**src/rtl/vga_pkg.sv**
```systemverilog
// vga_pkg: shared VGA/NES geometry constants, colour type and scanline helper
package vga_pkg;
    localparam int H_RES = 640;
    localparam int V_RES = 480;
    localparam int NES_W = 256;
    localparam int NES_H = 240;

    typedef struct packed {
        logic [3:0] r;
        logic [3:0] g;
        logic [3:0] b;
    } rgb12_t;

    function automatic rgb12_t half_rgb(input rgb12_t c);
        return '{r: {1'b0, c.r[3:1]}, g: {1'b0, c.g[3:1]}, b: {1'b0, c.b[3:1]}};
    endfunction
endpackage

```
**src/rtl/nes_palette_rom.sv**
```systemverilog
// nes_palette_rom: 64x12 NES palette lookup, synchronous read with 1-cycle latency
module nes_palette_rom
    import vga_pkg::*;
(
    input  logic       clk,
    input  logic [5:0] addr,
    output rgb12_t     q
);
    localparam logic [11:0] PAL [64] = '{
        12'h777, 12'h00F, 12'h00B, 12'h42B, 12'h908, 12'hA02, 12'hA10, 12'h810,
        12'h530, 12'h070, 12'h060, 12'h050, 12'h045, 12'h000, 12'h000, 12'h000,
        12'hBBB, 12'h07F, 12'h05F, 12'h64F, 12'hD0C, 12'hE05, 12'hF30, 12'hE51,
        12'hA70, 12'h0B0, 12'h0A0, 12'h0A4, 12'h088, 12'h000, 12'h000, 12'h000,
        12'hFFF, 12'h3BF, 12'h68F, 12'h97F, 12'hF7F, 12'hF59, 12'hF75, 12'hFA4,
        12'hFB0, 12'hBF1, 12'h5D5, 12'h5F9, 12'h0ED, 12'h777, 12'h000, 12'h000,
        12'hFFF, 12'hAEF, 12'hBBF, 12'hDBF, 12'hFBF, 12'hFAC, 12'hFDB, 12'hFEA,
        12'hFD7, 12'hDF7, 12'hBFB, 12'hBFD, 12'h0FF, 12'hFDF, 12'h000, 12'h000
    };

    // registered palette lookup
    always_ff @(posedge clk) q <= rgb12_t'(PAL[addr]);
endmodule

```
**src/rtl/vga_pixel_fetch.sv**
```systemverilog
// vga_pixel_fetch: framebuffer fetch, 2x line doubling and palette conversion; VGA_SCANLINE_EN halves replay-line intensity
module vga_pixel_fetch
    import vga_pkg::*;
#(
    parameter int          H_OFFSET   = 64,
    parameter logic [11:0] BORDER_RGB = 12'h000
)(
    input  logic        clk,
    input  logic        reset,
    input  logic [9:0]  x_pos,
    input  logic [9:0]  y_pos,
    input  logic        valid,
    input  logic        hsync,
    input  logic        vsync,
    output logic [15:0] fb_addr,
    output logic        fb_rd_en,
    input  logic [5:0]  fb_data,
    output logic [3:0]  vga_r,
    output logic [3:0]  vga_g,
    output logic [3:0]  vga_b,
    output logic        vga_hsync,
    output logic        vga_vsync
);
    logic [9:0]  dx;
    logic        win, fetch, rd;
    logic        s1_valid, s1_win, s1_load, s1_rep, s1_blk, s1_hs, s1_vs;
    logic [7:0]  s1_hx;
    logic        s2_valid, s2_win, s2_rep, s2_blk, s2_hs, s2_vs;
    logic        lb_ok;
    logic [5:0]  linebuf [NES_W];
    logic [5:0]  idx, idx_next;
    rgb12_t      pal_q;
    logic [11:0] pix, rgb;

    // window test uses dx[9] so x below H_OFFSET+512 is checked without a second subtract
    assign dx    = x_pos - 10'(H_OFFSET);
    assign win   = valid && x_pos >= 10'(H_OFFSET) && !dx[9] && y_pos < 10'(V_RES);
    assign fetch = win && !y_pos[0];
    assign rd    = fetch && !dx[0];

    // stage 1: framebuffer request, linebuf address and control bits
    always_ff @(posedge clk) begin
        if (!reset) begin
            fb_addr  <= '0;
            fb_rd_en <= 1'b0;
            s1_valid <= 1'b0;
            s1_win   <= 1'b0;
            s1_load  <= 1'b0;
            s1_rep   <= 1'b0;
            s1_blk   <= 1'b0;
            s1_hs    <= 1'b0;
            s1_vs    <= 1'b0;
            s1_hx    <= '0;
            lb_ok    <= 1'b0;
        end else begin
            if (rd) fb_addr <= {y_pos[8:1], dx[8:1]};
            fb_rd_en <= rd;
            s1_valid <= valid;
            s1_win   <= win;
            s1_load  <= win && !dx[0];
            s1_rep   <= win && y_pos[0];
            s1_blk   <= win && y_pos[0] && !lb_ok;
            s1_hs    <= hsync;
            s1_vs    <= vsync;
            s1_hx    <= dx[8:1];
            if (fetch && dx[8:0] == 9'd511) lb_ok <= 1'b1;
        end
    end

    // line buffer fill from each framebuffer return; contents survive reset
    always_ff @(posedge clk) begin
        if (fb_rd_en) linebuf[s1_hx] <= fb_data;
    end

    // odd columns keep the previous even column's index so each NES pixel is two wide
    always_comb idx_next = s1_load ? (s1_rep ? linebuf[s1_hx] : fb_data) : idx;

    // stage 2: index register and control pipeline
    always_ff @(posedge clk) begin
        if (!reset) begin
            idx      <= '0;
            s2_valid <= 1'b0;
            s2_win   <= 1'b0;
            s2_rep   <= 1'b0;
            s2_blk   <= 1'b0;
            s2_hs    <= 1'b0;
            s2_vs    <= 1'b0;
        end else begin
            idx      <= idx_next;
            s2_valid <= s1_valid;
            s2_win   <= s1_win;
            s2_rep   <= s1_rep;
            s2_blk   <= s1_blk;
            s2_hs    <= s1_hs;
            s2_vs    <= s1_vs;
        end
    end

    nes_palette_rom u_pal (
        .clk  (clk),
        .addr (idx_next),
        .q    (pal_q)
    );

    // colour selection: blanking, border, un-primed replay lines, optional scanline dimming
    always_comb begin
        pix = !s2_valid ? 12'h000 : !s2_win ? BORDER_RGB : s2_blk ? 12'h000 : pal_q;
`ifdef VGA_SCANLINE_EN
        if (s2_rep) pix = half_rgb(pix);
`endif
    end

    // stage 3: registered colour and delayed syncs
    always_ff @(posedge clk) begin
        if (!reset) begin
            rgb       <= '0;
            vga_hsync <= 1'b0;
            vga_vsync <= 1'b0;
        end else begin
            rgb       <= pix;
            vga_hsync <= s2_hs;
            vga_vsync <= s2_vs;
        end
    end

    assign {vga_r, vga_g, vga_b} = rgb;
endmodule

```
**config.mk**
```make
export PLATFORM = sky130hd
export DESIGN_NAME = vga_pixel_fetch
export DESIGN_NICKNAME = d
export VERILOG_FILES = /design/src/rtl/vga_pkg.sv /design/src/rtl/nes_palette_rom.sv /design/src/rtl/vga_pixel_fetch.sv
export SDC_FILE = /design/constraint.sdc
export NUM_CORES = 1
export LEC_CHECK = 0
export CORE_MARGIN = 3
export CORE_UTILIZATION = 45
export CTS_CLUSTER_DIAMETER = 30
export DETAILED_ROUTE_END_ITERATION = 10
export GPL_ROUTABILITY_DRIVEN = 1
export PLACE_DENSITY = 0.71
export SLEW_MARGIN = 20
export SYNTH_ARGS = -nofsm -noshare
export SYNTH_HDL_FRONTEND = slang
export SYNTH_SLANG_ARGS = --single-unit
```
**constraint.sdc**
```tcl
create_clock -name clk -period 5.1 [get_ports clk]
set_input_delay 1.02 -clock clk [delete_from_list [all_inputs] [get_ports clk]]
set_output_delay 1.02 -clock clk [all_outputs]
set_load 0.01 [all_outputs]
```
### Yosys cells after proc, flatten, opt, wreduce, memory -nomap -nowiden

Memories as Yosys holds them, arrays and structs flattened. A register that Yosys moved wholly into a read port is not among the register bits.
Cells that the tools add are included.

* flip-flop bits (word level): 58
* RAM bits: 1536
* ROM bits: 768
* bits of input ports: 31
* memories: 2

* $add $sub $neg: 1
* $lt $le $gt $ge: 2
* eq/ne operators: 1
* multiplexer cells: 5
* bitwise gates (word level): 4
* reduce and logical (&&, ||, !) cells: 14

Memory list
* linebuf: depth 256, width 6, rd ports 1, clocked after memory_dff 1, write ports 1, RTL line vga_pixel_fetch.sv:30 `logic [5:0] linebuf [NES_W];`
* (name not given): depth 64, width 12, rd ports 1, clocked after memory_dff 1, write ports 0, RTL line nes_palette_rom.sv:21 `always_ff @(posedge clk) q <= rgb12_t'(PAL[addr]);`

Operators by type and width (number)
* two-way mux 6 bit: 2
* greater-or-equal comparator 10 x 7 -> 1 bit (second input constant): 1
* < comparator 10 x 9 -> 1 bit (second input constant): 1
* subtractor 10 x 7 -> 10 bit (second input constant): 1
* equality test 9 bit (second input constant): 1
* logical AND 1 bit: 9
* two-way mux 8 bit: 1
* inverter 6 -> 7 bit: 1
* logical NOT 1 bit: 4
* OR reduction 4 bit: 1
* inverter 1 bit: 3
* two-way mux 1 bit: 2

### Depth between registers and ports, before layout

Gate-level depths: netlist (run 1).

* word-level depth: 6
* depth in mapped cells: 19

### By module

A second synthesis (run 1) with hierarchy kept.

* cell total of the unflattened synthesis: 3432
* area, all modules: 63881.3 sq um

Modules (own cells, without submodules)
* vga_pixel_fetch: times used 1, cells an instance 3264, area an instance 62606.3 sq um, seq. area each 47285.4 sq um
* nes_palette_rom: times used 1, cells an instance 168, area an instance 1275.0 sq um, seq. area each 240.2 sq um

### Worst setup path before layout (run 1)

No wires, ideal clock.

* path kind: reg-to-reg
* start: register s1_hx[0] (netlist name)
* end: register u_pal.q[0] (netlist name)
* data arrival time: 3644 ps
* required time: 5012 ps
* setup slack: 1368 ps
* stages on the path, launching flop included: 18
* path buffers: 5
* clock period less this slack: 3732 ps
* path through: dfxtp_1 > buf_6 > buf_12 > buf_6 > buf_6 > buf_4 > mux4_2 > nand3_1 > nand3_1 > a311oi_1 > o2111ai_1 > o31ai_4 > inv_1 > ha_1 > nor3_1 > a21oi_1 > and3_1 > o32ai_2

==> results of run 1 <==
[worst min path at each step]
stage / endpoint / slack, ns / cells after the start
after floorplan: s1_blk / 0.39 / 1
after global placement: s1_blk / 0.40 / 1
after detailed placement: rgb[4] / 0.41 / 1
after CTS: rgb[4] / 0.42 / 1
after global routing: rgb[0] / 0.43 / 1
final: rgb[3] / 0.42 / 1
[registers in the layout, indices dropped and copies added (netlist names), 6 cells and up]
| signal | count |
|---|---|
| s1_hx | 8 |
| linebuf | 1536 |
| fb_addr | 16 |
| idx | 6 |
| u_pal.q | 12 |
| rgb | 12 |
[kinds of logic (layout without fill, tap and decap cells)]
logic type | Yosys count | count (layout) | synth area share [%]
AOI/OAI and AO/OA | 329 | 329 | 3.785
xor gates and xnor gates | 1 | 1 | 0.01377
adders and majority gates | 13 | 13 | 0.2557
DFF | 1606 | 1606 | 74.72
muxes | 479 | 479 | 14.18
buffers and inverters | 236 | 815 | 2.077
and+or+nand+nor | 662 | 662 | 4.967
other | 0 | 1 | 0
[cell usage in the layout, fill, tap and decap left out, types with 33 or more instances in the layout]
cell,count
clkinv_2,33
a21oi_1,52
a22oi_1,105
and2_1,37
clkinvlp_4,37
dfxtp_1,64
edfxtp_1,1536
clkdlybuf4s50_1,55
nand2_1,92
nor2_1,322
nand3_1,62
buf_4,190
clkbuf_16,305
nand4_1,34
mux2i_1,136
mux4_2,337
inv_6,34
[worst max-delay path, cell delays in order (launching register included)]
cell and delay [ns]:
dfxtp_4 0.79, buf_4 0.49, mux4_2 0.41, a22oi_1 0.26, a21oi_1 0.33, nor3_1 0.81, nand4_1 0.31, o21ai_4 0.28
buf_4 0.26, and2_1 0.27, o21ai_0 0.13, a211oi_1 0.30, or4_1 0.17
[metal layers]
metal | vias to the layer above | GRT usage (%)
li1 | 14420 | -
met1 | 18370 | 33.04
met2 | 2719 | 36.71
met3 | 609 | 8.734
met4 | 6 | 13.17
met5 | - | 0.3638
[synth_stat cells, types with 8 or more instances]
cell | count | share of area (%)
buf_4 | 31 | 0.37
nor2_1 | 324 | 1.9
a31oi_1 | 13 | 0.13
buf_6 | 25 | 0.44
nand3_1 | 62 | 0.49
a21oi_1 | 52 | 0.41
o22ai_1 | 25 | 0.25
mux2i_1 | 136 | 2.1
and2_1 | 37 | 0.36
inv_1 | 13 | 0.077
edfxtp_1 | 1536 | 73
a22oi_1 | 105 | 1.2
nor2b_1 | 12 | 0.12
dfxtp_1 | 70 | 2.2
o211ai_1 | 16 | 0.19
buf_1 | 9 | 0.053
and3_1 | 9 | 0.089
o21ai_0 | 23 | 0.18
a211oi_1 | 12 | 0.14
a221oi_1 | 8 | 0.11
clkbuf_1 | 82 | 0.48
nor4_1 | 9 | 0.089
nor3_1 | 19 | 0.15
nand4_1 | 34 | 0.33
buf_2 | 65 | 0.51
nand2_1 | 93 | 0.55
mux4_2 | 337 | 12
ha_1 | 13 | 0.26
[metrics by stage]
| stage | utilization [%] | worst slack (ns) |
|---|---|---|
| 3_5_place_dp | 48.09 | 0.3731 |
| 3_3_place_gp | 48.09 | 0.3707 |
| 4_1_cts | 55.08 | 0.3448 |
| 6_report | 55.10 | 0.1990 |
| 2_1_floorplan | - | 1.368 |
| 5_1_grt | 55.10 | 0.08225 |
[cell type report]
class | instances | area [sq um] | area share (%)
sequential | 1606 | 47540 | 61.69
multi-input combinational | 1484 | 14840 | 19.25
clock buffer | 333 | 7757 | 10.07
timing repair buffer | 274 | 2496 | 3.239
tap | 1876 | 2347 | 3.046
clock inverter | 188 | 2012 | 2.611
inverter | 20 | 75.07 | 0.09741
antenna | 1 | 2.502 | 0.003247
[where the power goes]
part / total, mW / leakage (nW) / internal (mW) / switching (mW)
clock: 19.1 / 4.69 / 12.4 / 6.65
combinational: 1.54 / 5.65 / 0.542 / 0.998
sequential: 14.5 / 14.4 / 14.5 / 0.0526
total: 35.2 / 24.7 / 27.5 / 7.70
==> flow_summary.toml, run 1 <==
[critical_path]
cp.arrival_ns = 5.71
crit_start = "s1_hx[1]"
rrSetupSlack_ns = 0.20
cp-start-kind = "register"
r2r-start = "s1_hx[1]"
crit_required_ns = 5.91
critPathKind = "reg2reg"
rr_worst_depth = 12
r2r_end = "u_pal.q[5]"
critPathMaxFanout = 24
cp-endpoint = "u_pal.q[5]"
worstSetupEndpointType = "register"

[clock_network]
path_clk_slew_ns = 0.05
ctsResizeCount = 0
ctsHtreeMaxLevel = 5
hold_buffers = 0
insertion_delay_ns = 0.90
cts_made_buffers = 298
clockRootBuffer = "clkbuf_16"
clock-sinks = 1606
clockBufferDepth = 4
cts_tree = "built"
cts_setup_buffers = 0

[layout]
fill_cells = 10320
drive_gt1_share_pct = 27.91
nets = 3728
stdcell_area_sq_mm = 0.07707
area_growth_pct = 21.17
fin_cells = 5782

[synth]
synth_edf_count = 1536
synth_area_sq_mm = 0.06360
ys_ff_latch = 1606
syn_area_per_cell_sq_um = 19.12
yosys_warnings = 0
syn-num-nets = 3370
synth-seq-area-share_pct = 74.72
syn_inst = 3326
async_flop_share_pct = 0
synth_ff_type = "edfxtp_1"
ys_types = 96

[routing]
via_count = 36130
dr.max_layer_used = "met5"
wl_met3_um = 23750
drt.antenna.violating_nets = 0
drt-initial-drc-count = 5151
drc = 0
wirelength_um = 182300
wl_per_cell_um = 31.53
detail_route.vias_per_cell = 6.248
drtPass1Iterations = 7
wl_met1_um = 66410
routed-wl-met2_um = 81490

[floorplan]
core_area_sq_mm = 0.1399
io_pins = 62
rows = 137
die_area_sq_mm = 0.1459
die_width_um = 382.0
die_y_um = 382.0
start_util_pct = 45.47

[global_route]
grt_pass1_vias = 36290
grt_pass1_wl_um = 262800
grt.total_usage_pct = 25.03
gr-total-overflow = 0
grt_max_degree = 205
antenna_found_initial = 4

[timing]
post-route-period-util_pct = 96.10
worst_pin_slew_ns = 1.182
setup_viol = 0
fin_crit_ns = 4.901
max_freq_mhz = 204.0
slew_viol_final = 0
hold_ws_ns = 0.4190
finalSetupTns_ns = 0
finalClockSkew_ns = 0.06025
slew_headroom_pct = 21.14
hold_viol = 0
grt_setup_unrepaired = "false"

[power]
p_leak_nw = 24.71
cellPowerDensity_mw_per_mm2 = 456.3
total_power_mw = 35.16
ir_drop_mv = 0.4036

[placement]
dpl.hpwl_um = 114100
dp_cells = 5260
place_area_sq_mm = 0.06727
port_buffers = 61
place.gp.congestion = 0.9668

[min_path]
hold_path_class = "reg2reg"
hold_path.startpoint = "u_pal.q[3]"

[run]
max_cap_violations = 0

[status]
status = "completed"
No activity file was read; power rests on OpenSTA's default activity.
==> inputs of run 2 (changes only) <==
SYNTH_HIERARCHICAL = 1   (was default)
==> run 2 against run 1 <==
  * Synthesized cell count up 3.2%
  * Global-route usage shrank 2.2 points
  * Core utilization down 0.59 points
  * Largest cell class unchanged
  * Critical path type unchanged
  * Register-to-register slack is essentially flat
  * Hold slack improved by 0.0023 ns
  * Cell count is 0.61% higher
  * Critical path depth is 5 higher
  * Routed wire length decreased by 8.3%
  * Non-clock buffer count down 51
  * Die area grew 0.43%
  * Design area fell by 0.83%
  * Worst setup slack better by 0.014 ns
==> flow_summary.toml, run 2 <==
[critical_path]
r2r-start = "s1_hx[0]"
worstSetupEndpointType = "register"
cp-start-kind = "register"
rrSetupSlack_ns = 0.21
rr_worst_depth = 17
r2r_end = "u_pal/q[4]"
cp.arrival_ns = 5.70
crit_required_ns = 5.91
critPathMaxFanout = 42
critPathKind = "reg2reg"

[floorplan]
io_pins = 62
start_util_pct = 45.56
rows = 137
core_area_sq_mm = 0.1402
die_width_um = 382.8
die_area_sq_mm = 0.1465
die_y_um = 382.8

[timing]
grt_setup_unrepaired = "false"
max_freq_mhz = 204.6
worst_pin_slew_ns = 1.119
slew_headroom_pct = 25.24
setup_viol = 0
fin_crit_ns = 4.887
post-route-period-util_pct = 95.83
finalSetupTns_ns = 0
hold_viol = 0
slew_viol_final = 0
finalClockSkew_ns = 0.05224

[clock_network]
cts_setup_buffers = 0
insertion_delay_ns = 0.88
cts_tree = "built"
hold_buffers = 0
ctsHtreeMaxLevel = 5
clockBufferDepth = 4
clockRootBuffer = "clkbuf_16"
clock-sinks = 1606
cts_made_buffers = 294
path_clk_slew_ns = 0.05

[synth]
yosysMostFrequentCell = "edfxtp_1"
syn_inst = 3432
synth_edf_count = 1536
syn_area_per_cell_sq_um = 18.61
yosys_warnings = 6
synthTopCellsByCount = "edfxtp_1, mux2i_1, nor2_1"
yosys.area.top_type = "edfxtp_1"
yosys.area.top_type_share_pct = 72.20
ys_ff_latch = 1606
synth.top_cells.by_area = "edfxtp_1, mux4_2, mux2i_1"
synth_ff_type = "edfxtp_1"
ys_types = 76
async_flop_share_pct = 0
syn-num-nets = 3475
synth-seq-area-share_pct = 74.40
synth_area_sq_mm = 0.06388

[global_route]
antenna_found_initial = 4
grt.total_usage_pct = 22.80
gr-total-overflow = 0
grt_max_degree = 206
grt_pass1_vias = 35640
grt_pass1_wl_um = 244900

[routing]
wl_per_cell_um = 28.74
drt-initial-drc-count = 4905
wirelength_um = 167200
detail_route.vias_per_cell = 6.112
via_count = 35550
drtPass1Iterations = 7
drc = 0
drt.antenna.violating_nets = 0

[min_path]
hold_depth = 1
hold_path.startpoint = "u_pal/q[11]"
hold_end = "rgb[11]"
hold_path_class = "reg2reg"

[power]
ir_drop_mv = 0.3569
total_power_mw = 34.50
p_leak_nw = 24.54
cellPowerDensity_mw_per_mm2 = 451.5

[placement]
port_buffers = 61
dpl.hpwl_um = 101200
place.gp.congestion = 0.9003

[layout]
drive_gt1_share_pct = 22.61
largest_reg_flops = 1536
reg.largest.list = "linebuf x1536, fb_addr x16"
nets = 3769
layout_common_cells = "edfxtp_1, mux2i_1, clkbuf_16, nor2_1, mux4_2"
area_growth_pct = 19.63
fill_cells = 10540
layout_commonest_cell = "edfxtp_1"
largest-register = "linebuf"

[run]
max_cap_violations = 0

[status]
status = "completed"
-- run 2: cell count changes after synthesis, sizes merged, moves of 14 or more --
cell    before  now
nand3       62   45
nand2       93   70
nor2       326  300
mux2i      136  335
a221oi       9   24
mux4       337  256
nand4       34   14
nor3        19   36
a21oi       53   67
a22oi      105  134
-- run 2: how the worst max path moves through the flow --
stage | startpoint | endpoint | slack [ns] | cells past startpoint
3_5_place_dp | s1_hx[0] | u_pal/q[3] | -0.15 | 15
6_report | s1_hx[0] | u_pal/q[4] | 0.21 | 17
4_1_cts | s1_hx[0] | u_pal/q[3] | 0.08 | 15
2_1_floorplan | s1_hx[0] | u_pal/q[0] | 1.26 | 19
5_1_grt | s1_hx[0] | u_pal/q[5] | 0.005 | 17
3_3_place_gp | s1_hx[0] | u_pal/q[3] | -0.02 | 15
-- run 2: logic make-up after synthesis --
logic type | share of synthesized area [%]
AO/OA/AOI/OAI | 4.340
XOR/XNOR | 0.01371
adder cells (fa/ha/maj) | 0.2350
buffers and inverters | 2.341
flip-flops | 74.40
multiplexers | 14.54
AND/OR/NAND/NOR | 4.129
-- run 2: critical path: stages, from the launching register on --
cell and delay (ns):
dfxtp_4 0.59, buf_12 0.29, buf_12 0.32, buf_12 0.28, mux2i_1 0.24, a22oi_1 0.11, nand3_1 0.16, nand4_1 0.25
a32o_1 0.40, nor3_2 0.32, a21oi_1 0.12, buf_4 0.21, inv_1 0.11, ha_1 0.42, nor2b_1 0.17, a221o_1 0.35
o32a_1 0.20, mux2i_1 0.13
-- run 2: metrics by stage --
step	area, sq um	hold slack [ns]	util (%)	std cells	setup WS [ns]
final	76420	0.4213	54.50	5817	0.2128
after global placement	66960	0.4138	47.76	5306	-0.02301
after CTS	76400	0.4247	54.49	5816	0.08059
after detailed placement	66960	0.4137	47.76	5306	-0.1477
after global routing	76420	0.4274	54.50	5816	0.005174
after floorplan	63880	0.3926	-	3432	1.260
-- run 2: repair_timing --
item                       4_1_cts  5_1_grt
gates resized for setup          2        2
hold endpoints to repair         0        0
setup endpoints to repair        7        8
-- run 2: final cells by class --
type                    count  area (sq um)  area share, %
flip-flops and latches   1606         47540          62.21
inverters                  15         56.30        0.07367
diodes                      1         2.502       0.003274
clock inverters           167          1689          2.210
clock buffers             343          7741          10.13
well taps                1876          2347          3.071
repair buffers            223          2122          2.777
multi-input cells        1586         14930          19.53
-- run 2: report_power, final --
part	internal, mW	switching [mW]
registers	14.5	0.0407
clock network	12.1	6.34
logic	0.547	0.980
-- run 2: per-layer routing --
| metal | wire length (um) | global-route usage [%] | vias up | part of all wire, % |
|---|---|---|---|---|
| met4 | 7229 | 9.825 | 0 | 4.3 |
| li1 | - | - | 14610 | - |
| met2 | 78700 | 35.30 | 2285 | 47 |
| met1 | 63210 | 30.72 | 18200 | 38 |
| met3 | 18070 | 5.924 | 458 | 11 |
| met5 | 0 | 0 | - | 0 |
